===== src/rtl/fetch_pkg.sv =====
// Shared types and defaults for the instruction fetch queue.
// Holds the queue entry layout, the fetch FSM encoding and PC helpers.
package fetch_pkg;

    localparam int unsigned DEPTH_DEF     = 4;
    localparam logic [31:0] RESET_PC_DEF  = 32'h0000_0000;
    localparam logic [31:0] PC_STEP       = 32'd4;
    localparam logic [31:0] PC_ALIGN_MASK = 32'hFFFF_FFFC;

    typedef struct packed {
        logic [31:0] pc;
        logic [31:0] inst;
    } fetch_entry_t;

    typedef enum logic {
        ST_FETCH    = 1'b0,
        ST_REDIRECT = 1'b1
    } fetch_state_t;

    // Force a fetch address onto a word boundary.
    function automatic logic [31:0] align_pc(input logic [31:0] pc);
        return pc & PC_ALIGN_MASK;
    endfunction

endpackage


===== src/rtl/fetch_fifo.sv =====
// Synchronous FIFO of fetch entries with flush and a registered head entry.
// The head register always holds the oldest entry so decode sees it without a read mux.
module fetch_fifo
    import fetch_pkg::*;
#(
    parameter int unsigned DEPTH = DEPTH_DEF
) (
    input  logic                   clock,
    input  logic                   reset,
    input  logic                   push,
    input  fetch_entry_t           push_data,
    input  logic                   pop,
    input  logic                   flush,
    output logic                   valid,
    output fetch_entry_t           head,
    output logic [$clog2(DEPTH):0] count
);

    localparam int unsigned AW = $clog2(DEPTH);
    localparam int unsigned CW = AW + 1;

    fetch_entry_t  mem [DEPTH];
    logic [AW-1:0] rd_ptr;
    logic [AW-1:0] wr_ptr;
    logic [AW-1:0] rd_next_c;
    logic [CW-1:0] remain_c;
    logic [CW-1:0] count_next_c;
    logic          do_pop_c;
    logic          do_push_c;

    assign valid        = (count != '0);
    assign do_pop_c     = pop & valid;
    assign do_push_c    = push & ((count != CW'(DEPTH)) | do_pop_c);
    assign rd_next_c    = rd_ptr + AW'(do_pop_c);
    assign remain_c     = count - CW'(do_pop_c);
    assign count_next_c = remain_c + CW'(do_push_c);

    // Storage array carries no reset; only slots below count are ever read.
    always_ff @(posedge clock) begin
        if (!reset && !flush && do_push_c) begin
            mem[wr_ptr] <= push_data;
        end
    end

    always_ff @(posedge clock) begin
        if (reset) begin
            rd_ptr <= '0;
            wr_ptr <= '0;
            count  <= '0;
            head   <= '0;
        end else if (flush) begin
            rd_ptr <= '0;
            wr_ptr <= '0;
            count  <= '0;
        end else begin
            rd_ptr <= rd_next_c;
            count  <= count_next_c;
            if (do_push_c) begin
                wr_ptr <= wr_ptr + AW'(1);
            end
            // Refill head from storage, or straight from the write port when the queue drains to it.
            if (remain_c != '0) begin
                head <= mem[rd_next_c];
            end else if (do_push_c) begin
                head <= push_data;
            end
        end
    end

endmodule


===== src/rtl/fetch_queue.sv =====
// Instruction fetch front end: issues word fetches under a credit limit and queues responses for decode.
// A redirect flushes the queue, kills the outstanding response and restarts fetch at the new target.
module fetch_queue
    import fetch_pkg::*;
#(
    parameter int unsigned DEPTH    = DEPTH_DEF,
    parameter logic [31:0] RESET_PC = RESET_PC_DEF
) (
    input  logic                   clock,
    input  logic                   reset,
    output logic                   imem_req,
    output logic [31:0]            imem_addr,
    input  logic [31:0]            imem_rdata,
    input  logic                   redirect_valid,
    input  logic [31:0]            redirect_pc,
    output logic                   inst_valid,
    input  logic                   inst_ready,
    output logic [31:0]            instruction_code,
    output logic [31:0]            inst_pc,
    output logic [$clog2(DEPTH):0] count
);

    localparam int unsigned CW = $clog2(DEPTH) + 1;
    localparam int unsigned SW = CW + 1;

    fetch_state_t  state;
    logic [31:0]   fetch_pc;
    logic [31:0]   inflight_pc;
    logic          inflight;
    logic          fifo_valid;
    logic          pop_c;
    logic          push_c;
    logic          credit_ok_c;
    logic [SW-1:0] credit_c;
    fetch_entry_t  push_data_c;
    fetch_entry_t  head;

    // Credit: slots already owed after this cycle's pop must leave room for one more response.
    assign pop_c       = inst_valid & inst_ready;
    assign credit_c    = SW'(count) + SW'(inflight) - SW'(pop_c);
    assign credit_ok_c = (credit_c < SW'(DEPTH));
    assign imem_req    = ~reset & ~redirect_valid & credit_ok_c;
    assign imem_addr   = fetch_pc;

    // A response landing in a redirect cycle belongs to the old stream and is dropped.
    assign push_c = inflight & ~redirect_valid;

    always_comb begin
        push_data_c      = '0;
        push_data_c.pc   = inflight_pc;
        push_data_c.inst = imem_rdata;
    end

    always_ff @(posedge clock) begin
        if (reset) begin
            state       <= ST_FETCH;
            fetch_pc    <= RESET_PC;
            inflight    <= 1'b0;
            inflight_pc <= '0;
        end else begin
            inflight <= imem_req;
            if (imem_req) begin
                inflight_pc <= fetch_pc;
                fetch_pc    <= fetch_pc + PC_STEP;
            end
            if (redirect_valid) begin
                fetch_pc <= align_pc(redirect_pc);
            end
            case (state)
                ST_FETCH:    state <= redirect_valid ? ST_REDIRECT : ST_FETCH;
                ST_REDIRECT: state <= redirect_valid ? ST_REDIRECT : ST_FETCH;
                default:     state <= ST_FETCH;
            endcase
        end
    end

    fetch_fifo #(
        .DEPTH(DEPTH)
    ) u_fifo (
        .clock     (clock),
        .reset     (reset),
        .push      (push_c),
        .push_data (push_data_c),
        .pop       (pop_c),
        .flush     (redirect_valid),
        .valid     (fifo_valid),
        .head      (head),
        .count     (count)
    );

    // Hold off decode while reset is asserted even though the queue clears on the edge.
    assign inst_valid       = fifo_valid & ~reset;
    assign instruction_code = head.inst;
    assign inst_pc          = head.pc;

endmodule


===== config.mk =====
export PLATFORM = sky130hd
export DESIGN_NAME = fetch_queue
export DESIGN_NICKNAME = d
export VERILOG_FILES = /design/src/rtl/fetch_pkg.sv /design/src/rtl/fetch_fifo.sv /design/src/rtl/fetch_queue.sv
export SDC_FILE = /design/constraint.sdc
export NUM_CORES = 1
export LEC_CHECK = 0
export ABC_AREA = 1
export BUFFER_PORTS_ARGS = -buffer_cell sky130_fd_sc_hd__buf_2
export CAP_MARGIN = 20
export CORE_MARGIN = 10
export CORE_UTILIZATION = 40
export CTS_BUF_LIST = sky130_fd_sc_hd__clkbuf_8
export DETAILED_ROUTE_END_ITERATION = 16
export GPL_TIMING_DRIVEN = 0
export PLACE_DENSITY = 0.65
export SETUP_SLACK_MARGIN = 0.5
export SYNTH_ARGS = -nofsm -noshare
export SYNTH_HDL_FRONTEND = slang
export SYNTH_SLANG_ARGS = --single-unit

===== constraint.sdc =====
create_clock -name clock -period 4.6 [get_ports clock]
set_input_delay 0.46 -clock clock [delete_from_list [all_inputs] [get_ports clock]]
set_output_delay 0.46 -clock clock [all_outputs]
set_load 0.01 [all_outputs]

Word-level counts from Yosys, hierarchy flattened
Memory sizes are Yosys's and may differ from the RTL's.
Index checks and enable logic that the tools add are counted.
{"block": "totals", "in_bits": 68, "register_bits": 136, "mem_bits_rw": 256, "mem_count": 1}
{"memory": "u_fifo.mem", "words": 4, "width": 64, "read_ports": 1, "rd_ports_with_merged_regs": 0, "wr": 1, "line": "fetch_fifo.sv:22", "text": "fetch_entry_t mem [DEPTH];"}
{"block": "op_classes", "n_reduce_logical": 10, "n_eq_ne": 1, "magnitude_cmp": 1, "n_mux": 6, "bitwise_logic": 10, "addsub": 7}
{"op": "$mux W64", "count": 2}
{"op": "$mux W32", "count": 2}
{"op": "$add A32 B3 Y32 const B", "count": 1}
{"op": "$and A1 B1 Y1", "count": 7}
{"op": "$reduce_bool A3 Y1", "count": 2}
{"op": "$add A3 B1 Y4", "count": 1}
{"op": "$lt A4 B3 Y1 const B", "count": 1}
{"op": "$reduce_bool A2 Y1", "count": 2}
{"op": "$sub A4 B1 Y4", "count": 1}
{"op": "$add A3 B1 Y3", "count": 1}
{"op": "$ne A3 B3 Y1 const B", "count": 1}
{"op": "$sub A3 B1 Y3", "count": 1}
{"op": "$add A2 B1 Y2", "count": 1}
{"op": "$add A2 B1 Y2 const B", "count": 1}
{"op": "$logic_and A1 B1 Y1", "count": 2}
{"op": "$logic_not A1 Y1", "count": 2}
{"op": "$mux W1", "count": 2}
{"op": "$not A1 Y1", "count": 2}
{"op": "$reduce_and A2 Y1", "count": 1}
{"op": "$reduce_or A2 Y1", "count": 1}
{"op": "$or A1 B1 Y1", "count": 1}

Logic depth before layout (Yosys ltp)
{"block": "logic_depth", "ltp_word": 9, "mapped_depth": 17}

Cells and area by module
A second synthesis with hierarchy kept.
{"block": "unflattened", "cells_unflattened": 2263, "hier_area_um2": 18331.3}
{"mod": "fetch_fifo", "seq_area_each_um2": 9108.7, "area_per_inst_um2": 14747.9, "cells_per_inst": 1699, "instances": 1}
{"mod": "fetch_queue", "seq_area_each_um2": 1221.2, "area_per_inst_um2": 3583.4, "cells_per_inst": 564, "instances": 1}

Worst setup path after synthesis
No wires, ideal clock.
{"block": "synth_timing", "path_kind": "input -> register", "start": "input port reset", "end": "memory u_fifo.mem[0][0] (netlist name) (enable)", "stages": 6, "t_arrival_ps": 3715, "path_buffers": 1, "path_slack_ps": 403, "setup_time_ps": 482, "path_cell_list": "buf_6 > o2111ai_1 > nand3_2 > inv_1 > nand2_1 > nor2_1"}
{"block": "synth_between", "elab_chain_cells": 9}
{"element": "start: declaration", "line": "fetch_queue.sv:10", "text": "input logic reset,"}
{"element": "$not A1 Y1", "line": "fetch_queue.sv:92", "text": "assign inst_valid = fifo_valid & ~reset;"}
{"element": "$and A1 B1 Y1", "line": "fetch_queue.sv:92"}
{"element": "$and A1 B1 Y1", "line": "fetch_queue.sv:39", "text": "assign pop_c = inst_valid & inst_ready;"}
{"element": "$and A1 B1 Y1", "line": "fetch_fifo.sv:32", "text": "assign do_pop_c = pop & valid;"}
{"element": "$or A1 B1 Y1", "line": "fetch_fifo.sv:33", "text": "assign do_push_c = push & ((count != CW'(DEPTH)) | do_pop_c);"}
{"element": "$and A1 B1 Y1", "line": "fetch_fifo.sv:33"}
{"element": "via u_fifo.do_push_c", "line": "fetch_fifo.sv:29", "text": "logic do_push_c;"}
{"element": "$logic_and A1 B1 Y1", "line": "fetch_fifo.sv:40", "text": "if (!reset && !flush && do_push_c) begin"}
{"element": "$mux W1", "line": "fetch_fifo.sv:40"}
{"element": "$mux W1 (not written as such)", "line": "fetch_fifo.sv:41", "text": "mem[wr_ptr] <= push_data;"}
{"element": "end: declaration", "line": "fetch_fifo.sv:22"}
The timed path passes the listed nets, and every way through them passes these cells.

Worst setup path after layout
{"block": "layout_timing", "start": "register u_fifo.count[2]", "end": "output port imem_req"}
{"block": "layout_between", "elab_chain_cells": 6}
{"element": "start: declaration", "line": "fetch_fifo.sv:16", "text": "output logic [$clog2(DEPTH):0] count"}
{"element": "start signal: assignment", "line": "fetch_fifo.sv:57", "text": "count <= count_next_c;"}
{"element": "branches (longest 3 deep; another with $add A3 B1 Y4)"}
{"element": "$sub A4 B1 Y4 (*)", "line": "fetch_queue.sv:40", "text": "assign credit_c = SW'(count) + SW'(inflight) - SW'(pop_c);"}
{"element": "$lt A4 B3 Y1 (*)", "line": "fetch_queue.sv:41", "text": "assign credit_ok_c = (credit_c < SW'(DEPTH));"}
{"element": "$and A1 B1 Y1 (*)", "line": "fetch_queue.sv:42", "text": "assign imem_req = ~reset & ~redirect_valid & credit_ok_c;"}
{"element": "end: declaration", "line": "fetch_queue.sv:11", "text": "output logic imem_req,"}
Mark *: on every way between the ends.

==> results.md <==
- Root buffer cell: clkbuf_8
- Maximum vdd drop: 0.1839 mV
- Mapped Cells: 1,738
- Count of final max-slew check failures: 0
- Critical path class: register to output pin
- Clock sink count: 378
- Num CTS Buffers: 67
- Worst-Margin Slew: 0.7871 ns
- Residual DRC: 0
- DP Wirelength: 31,870 µm
- Yosys top cell by area: edfxtp_1
- Synth Area per Inst: 9.603 µm²
- RSZ-0062 raised after global routing: no
- DRT iter0 DRCs: 1,103
- Synth area leaders: edfxtp_1 (45%), dfxtp_1 (16%), nand2_1 (9.7%)
- Pre-CTS setup slack: 1.347 ns
- Largest stage delay on the critical path: 0.49 ns
- Hold bufs inserted after CTS: 0
- Crit path DAT: 3.21 ns
- TNS Setup: 0 ns
- TritonCTS clock tree: built
- Min Tclk post-route: 3.667 ns
- Hold slack: 0.08660 ns
- PwrDens: 375.9 nW/µm²
- Via Count: 12,850
- Max_cap viols: 0
- Setup repair bufs after CTS: 0
- DRT Pass-1 Iters: 5
- Layout cells sized above 1: 20.45%
- Gpl congestion: 0.9080
- EDFF count, synth: 248
- First-pass GRT wire length: 71,370 µm
- CP required: 4.14 ns
- Die area: 50,290 µm²
- Final Hold Violating Endpoints: 0
- DR vias/cell: 5.014
- Grt total ovfl: 0
- Number of I/O pins: 169
- Outcome: finished clean
- Max Buffers Root-to-Sink: 3
- Critical Path Start Type: register
- H-tree depth: 3
- Register area: 10,050 µm²
- P_sw: 1.870 mW
- FMAX: 272.7 MHz
- Clk_lat worst skew: 0.61 ns
- Slew margin rel.: 47.52%
- Area Overhead vs Synth: 17.46%
- Final worst setup slack: 0.9328 ns
- Share of Yosys cell area claimed by the top area cell type: 44.62%
- All-layer global routing usage: 18.08%
- Clk network pwr share: 39.2%
- Clock-pin slew on the worst setup and hold paths: 0.06 ns
- Die Wd: 224.3 µm
- Final #Nets: 2,059
- Slowest cell on the critical path: dfxtp_1
- Sw frac: 25.38%
- Crit-path max FO: 10
- Finished Core Util: 47.79%
- IO Port Bufs: 160
- Yosys warns: 0
- Filler cells: 3,882
- Core area: 41,020 µm²
- Flops & latches, synth: 378
- Setup Skew: 0.02929 ns
- Part of the power in registers: 51.8%
- Post-Syn Area: 16,690 µm²
- Library cells used by synthesis: 40
- Endpoints failing setup: 0
- Post-cts repair resize count: 0
- Buf/Inv on CP: 5
- CP endpoint kind: output pin
- HP Class: input pin to register
- Leakage: 7.943 nW
- Logic pwr share: 9.0%
- CP Cell Sequence: inv_1, a31oi_1, and2_1, ha_1, inv_1, ha_1, nand3_1, nand2_1, nand2_1, nand3_2, nor2_2, buf_4, buf_2, buf_2
- Pwr Total: 7.368 mW
- Top_reg_cell synth: edfxtp_1
- Pint: 5.498 mW
- Ys async rst share: 0%
- Sequential element share of the synthesized area: 60.21%
- Total wire length: 46,080 µm
- Cell family with most CP delay: buffers and inverters
- Tcrit/Tclk final: 79.72%
- ANT nets after route: 0
- Synth cell count leaders: nand2_1 (432), edfxtp_1 (248), nand3_1 (179)
- WL/cell: 17.99 µm
- Initial Util: 40.69%
- Initial antenna violation count: 0
- Vias in the first global route: 12,820
- Die Ht: 224.3 µm
- Most common cell in the netlist: nand2_1
- Largest net degree at the start of global routing: 29
- Multi-input logic area: 5488 µm²
- FP Rows: 74
[stage by stage]
stage | instances | instance area [µm²]
floorplan | 1741 | 16700
global placement | 2433 | 18170
detailed placement | 2441 | 18370
CTS | 2561 | 19600
global route | 2561 | 19600
finish | 2562 | 19600
[kinds of logic after synthesis]
group / after synthesis / share of synthesized area (%)
simple gates: 870 / 24.03
flops: 378 / 60.21
compound gates: 240 / 7.414
buf+inv: 234 / 7.152
fa+ha+maj: 13 / 0.9746
xor+xnor: 2 / 0.1949
other cells: 1 / 0.02247
[registers in the layout, indices dropped and copies added, names as in the netlist]
register / cells
u_fifo.mem: 248
u_fifo.head: 62
imem_addr: 30
inflight_pc: 30
u_fifo.count: 3
u_fifo.rd_ptr: 2
u_fifo.wr_ptr: 2
inflight: 1
[metal layers]
metal | global-route usage [%] | routed length (µm) | vias up
li1 | - | - | 6321
met4 | 6.887 | 1261 | 0
met2 | 30.66 | 22300 | 419
met1 | 21.94 | 19430 | 6009
met3 | 4.294 | 3087 | 96
met5 | 0 | 0 | -
[power groups by stage]
stage          combinational, mW  sequential [mW]  clock (mW)
4_1_cts                    0.672             3.82        2.95
3_3_place_gp               0.654             3.88           0
2_1_floorplan              0.376             3.89           0
5_1_grt                    0.737             3.83        3.11
3_5_place_dp               0.668             3.89           0
6_report                   0.664             3.82        2.89
[cell usage in the layout (no fill, tap or decap), types with 3 or more instances in the layout]
master    netlist  routed
nand2_1       432     432
edfxtp_1      248     248
buf_2          33     193
nand3_1       179     179
nor2_1        169     165
inv_1         122     153
o21ai_1       140     140
dfxtp_1       130     130
clkbuf_8        0      74
nand3_2        60      60
a21oi_1        58      58
clkbuf_1       36      36
o21ai_0        29      29
buf_12          7      14
ha_1           13      13
buf_6          12      12
buf_4           9       9
nor2_4          5       9
inv_2           7       7
nor2_2          6       6
nand2_2         6       6
clkinv_2        1       6
clkinv_1        0       6
a22oi_1         5       5
nand2_4         4       4
conb_1          1       4
and2_1          3       3
a21oi_2         3       3
nand4_1         3       3
[path summary, 6_finish.rpt]
path / slack, ns / cells after the start / start / endpoint
worst max-delay path: 0.93 / 14 / u_fifo.count[2]$_SDFF_PP0_ / imem_req
worst min-delay path: 0.09 / 2 / reset / imem_addr[13]$_SDFFE_PP0P_
worst max register to register: 1.58 / 13 / u_fifo.count[2]$_SDFF_PP0_ / u_fifo.head[55]$_SDFFE_PP0P_
worst min register to register: 0.49 / 2 / u_fifo.head[31]$_SDFFE_PP0P_ / u_fifo.head[31]$_SDFFE_PP0P_
[area by class of cell]
| class | instances | area share, % |
|---|---|---|
| tap | 532 | 3.395 |
| multi-input combinational | 1129 | 27.99 |
| timing repair buffer | 168 | 4.940 |
| sequential | 378 | 51.26 |
| inverter | 131 | 2.579 |
| clock buffer | 74 | 5.195 |
| clock inverter | 46 | 1.111 |
| buffer | 103 | 3.510 |
| antenna | 1 | 0.01276 |
Note: power is estimated with default switching activity, not from simulation.
